==> src/rtl/il1_refill_ctrl.sv <==
// IL1 line-refill engine: fetches an aligned line from the next memory level
// and streams its words into the ICRAM write port, one registered write per beat.
module il1_refill_ctrl #(
   parameter int unsigned INDEX_W    = 10,
   parameter int unsigned LINE_WORDS = 4,
   parameter int unsigned DATA_W     = 32
) (
   input  logic               clk,
   input  logic               rst,
   input  logic               miss_req,
   input  logic [31:0]        miss_addr,
   output logic               busy,
   output logic               refill_done,
   output logic               refill_err,
   output logic               mem_req,
   output logic [31:0]        mem_addr,
   input  logic               mem_gnt,
   input  logic               mem_rvalid,
   input  logic [DATA_W-1:0]  mem_rdata,
   input  logic               mem_err,
   output logic               update_res,
   output logic [INDEX_W-1:0] IL1_up_index,
   output logic [DATA_W-1:0]  ICRAM_in
);

   localparam int unsigned CNT_W = $clog2(LINE_WORDS);

   typedef enum logic [2:0] {StIdle, StReq, StFill, StDone, StErr} state_e;

   state_e              state_q, state_d;
   logic [INDEX_W-1:0]  base_q, base_d;
   logic [31:0]         addr_q, addr_d;
   logic [CNT_W-1:0]    cnt_q, cnt_d;
   logic                wr_en_q, wr_en_d;
   logic [INDEX_W-1:0]  wr_idx_q, wr_idx_d;
   logic [DATA_W-1:0]   wr_data_q, wr_data_d;

   always_comb begin
      state_d   = state_q;
      base_d    = base_q;
      addr_d    = addr_q;
      cnt_d     = cnt_q;
      wr_en_d   = 1'b0;
      wr_idx_d  = wr_idx_q;
      wr_data_d = wr_data_q;
      unique case (state_q)
         StIdle: begin
            if (miss_req) begin
               base_d  = miss_addr[INDEX_W+1:2] & ~INDEX_W'(LINE_WORDS - 1);
               addr_d  = miss_addr & ~32'(LINE_WORDS * 4 - 1);
               cnt_d   = '0;
               state_d = StReq;
            end
         end
         StReq: begin
            if (mem_gnt) state_d = StFill;
         end
         StFill: begin
            if (mem_rvalid) begin
               if (mem_err) begin
                  state_d = StErr;
               end else begin
                  // OR with the counter keeps the write inside the line
                  wr_en_d   = 1'b1;
                  wr_idx_d  = base_q | INDEX_W'(cnt_q);
                  wr_data_d = mem_rdata;
                  cnt_d     = cnt_q + 1'b1;
                  if (cnt_q == CNT_W'(LINE_WORDS - 1)) state_d = StDone;
               end
            end
         end
         StDone:  state_d = StIdle;
         StErr:   state_d = StIdle;
         default: state_d = StIdle;
      endcase
   end

   always_ff @(posedge clk or posedge rst) begin
      if (rst) begin
         state_q   <= StIdle;
         base_q    <= '0;
         addr_q    <= '0;
         cnt_q     <= '0;
         wr_en_q   <= 1'b0;
         wr_idx_q  <= '0;
         wr_data_q <= '0;
      end else begin
         state_q   <= state_d;
         base_q    <= base_d;
         addr_q    <= addr_d;
         cnt_q     <= cnt_d;
         wr_en_q   <= wr_en_d;
         wr_idx_q  <= wr_idx_d;
         wr_data_q <= wr_data_d;
      end
   end

   assign busy         = (state_q != StIdle);
   assign refill_done  = (state_q == StDone);
   assign refill_err   = (state_q == StErr);
   assign mem_req      = (state_q == StReq);
   assign mem_addr     = addr_q;
   assign update_res   = wr_en_q;
   assign IL1_up_index = wr_idx_q;
   assign ICRAM_in     = wr_data_q;

endmodule
==> config.mk <==
export PLATFORM = sky130hd
export DESIGN_NAME = il1_refill_ctrl
export DESIGN_NICKNAME = d
export VERILOG_FILES = /design/src/rtl/il1_refill_ctrl.sv
export SDC_FILE = /design/constraint.sdc
export NUM_CORES = 1
export LEC_CHECK = 0
export BUFFER_PORTS_ARGS = -buffer_cell sky130_fd_sc_hd__buf_2
export CAP_MARGIN = 20
export CORE_UTILIZATION = 46
export DETAILED_ROUTE_END_ITERATION = 12
export PLACE_DENSITY = 0.79
export RECOVER_POWER = 25
export SLEW_MARGIN = 15
export SYNTH_ARGS = -nofsm -noshare
export SYNTH_HDL_FRONTEND = slang
export SYNTH_SLANG_ARGS = --single-unit
export TNS_END_PERCENT = 50
==> constraint.sdc <==
create_clock -name clk -period 2.5 [get_ports clk]
set_input_delay 0.125 -clock clk [delete_from_list [all_inputs] [get_ports clk]]
set_output_delay 0.125 -clock clk [all_outputs]
set_load 0.02 [all_outputs]
==> results.ini <==
[clock_tree]
cts_made_buffers=9
cts_sinks=76
clkLatencyLatePin_ns=0.33
htreeDepth=3
clockRootBuffer=clkbuf_8
postCtsSetupBuffers=0
clockBufferDepth=2
cts_tree=done
path_clk_slew_ns=0.08
hold_buffers=3
cts_repair_resize_count=0

[layout]
n_antenna_cell=0
fin_nets=409
drive_gt1_share_pct=51.0
design_area_um2=4060
area_growth_pct=27.3
stdcell_count=420
final_core_util_pct=62.1

[logic_synthesis]
syn_area_um2=3190
syn_inst=190
seq_area_frac_synth_pct=59.7
synth_edf_count=0
synth.avg_cell_area_um2=16.8
synthFlopType=dfrtp_1
synth-seq-cells=76
ys_async_sr_fraction_pct=100
ys.warnings.count=0
yosysUniqueCellTypes=30

[timing]
fin_crit_ns=1.92
skew_ns=0.0124
hold_viol_final=0
rsz0062_at_grt=false
slew_violations=0
fmax_mhz=521
slew_headroom_pct=52.7
setup_ws_ns=0.579
timing.hold.ws_ns=0.0204
layout_worst_path_cycle_share_pct=76.8
finalSetupViolations=0
worst_pin_slew_ns=0.709
tns_ns=0

[floorplan]
core_um2=6530
die_x_um=85.2
ios=149
initial_core_util_pct=48.8
die_y_um=85.2
die-area_um2=7260
fp-row-count=29

[grt]
gr-total-overflow=0
antenna_found_initial=0
grt_pass1_wl_um=10100
grt_max_degree=44
track_usage_pct=18.0
first_global_vias=2111

[setup_path]
cp_data_required_time_ns=2.70
reg2regPathDepth=4
path_class=register to register
crit_arrival_ns=2.13
r2r_end=IL1_up_index[1]
crit_fanout=25
cp-end-kind=register
start_kind=register
worstReg2RegStart=state_q[1]
reg2reg_slack_ns=0.58

[min_path]
min_from=mem_rdata[3]
hold_depth=2
min_to=ICRAM_in[3]
hold_class=input port to register

[routing]
drt_iter0_drc=81
finalWirelength_um=6240
dr_total_vias=2070
viasPerCell=4.93
route.detailed.drc=0
wl_per_cell_um=14.8
ant_nets=0
first_pass_iters=4

[power_and_ir_drop]
power_frac_clock_pct=15.4
internal_power_mw=3.30
p_sw_share_pct=39.3
pwr-share-seq_pct=40.6
p_leak_nw=1.94
vdd_ir_drop_max_mv=0.669
p_per_area_nw_per_um2=1340
p_switching_mw=2.13
combPwrFrac_pct=44.0
power_mw=5.42

[outcome]
outcome=finished, final reports clean

[place]
numPortBuffers=140
gp_congestion=0.751
placed_area_um2=3910
placed_cells=400
pre_cts_ws_ns=0.591
dpl.hpwl_um=4440

[job]
maxCapViolCount=0

registers in the layout, indices dropped and copies added (netlist names):
register      count
ICRAM_in         32
cnt_q             2
state_q           3
IL1_up_index     10
update_res        1
mem_addr         28
cell usage in the layout (no fill, tap or decap), types with 3 or more instances in the layout:
| master | count |
|---|---|
| buf_2 | 85 |
| clkbuf_1 | 57 |
| clkbuf_8 | 11 |
| conb_1 | 4 |
| dfrtp_1 | 76 |
| dlygate4sd3_1 | 4 |
| mux2_1 | 3 |
| mux2_2 | 28 |
| mux2_4 | 39 |
| nand3_1 | 5 |
routing by layer:
layer,share of wire [%],global-route usage (%),vias up
li1,-,-,959
met1,42,22.6,1028
met2,52,29.9,73
met3,4.7,3.50,10
met4,1.8,8.78,0
met5,0,0,-
worst max path at each step:
stage	start	to
after floorplan	rst	ICRAM_in[0]
after global placement	state_q[1]	IL1_up_index[0]
after detailed placement	state_q[2]	mem_addr[8]
after CTS	state_q[1]	IL1_up_index[1]
after global routing	state_q[1]	IL1_up_index[1]
final	state_q[1]	IL1_up_index[1]
Yosys cell counts, drive strengths merged, types with 2 or more instances:
cell	number	area, um2
nor3b	2	15.0
inv	3	11.3
nor2	3	27.5
buf	12	120
o31ai	2	15.0
mux2	70	935
or3	2	17.5
nand3	5	25.0
dfrtp	76	1900
logic make-up after synthesis:
family	Yosys count	synth area share, %
flops	76	59.7
mux	71	29.7
simple gates	18	4.24
buf+inv	16	4.24
compound gates	7	1.65
fa+ha+maj	1	0.393
other cells	1	0.118
power groups by stage:
stage          sequential (mW)  clock, mW  combinational (mW)
6_report                  2.20      0.835                2.39
5_1_grt                   2.29      0.922                2.55
4_1_cts                   2.19      0.866                2.55
3_5_place_dp              2.20          0                2.54
3_3_place_gp              2.17          0                2.49
2_1_floorplan             2.86          0                1.09
critical path: stages, from the launching register on:
cell,delay (ns)
dfrtp_1,0.53
inv_2,0.13
nor4_4,0.29
buf_4,0.44
mux2_2,0.39
final cells by class:
type	count	area, um2
Fill cell	555	2470
Sequential cell	76	1900
Multi-Input combinational cell	101	1160
Timing Repair Buffer	147	707
Clock buffer	13	159
Tap cell	77	96.3
Clock inverter	3	21.3
Inverter	3	11.3
(Power assumes the default switching activity.)
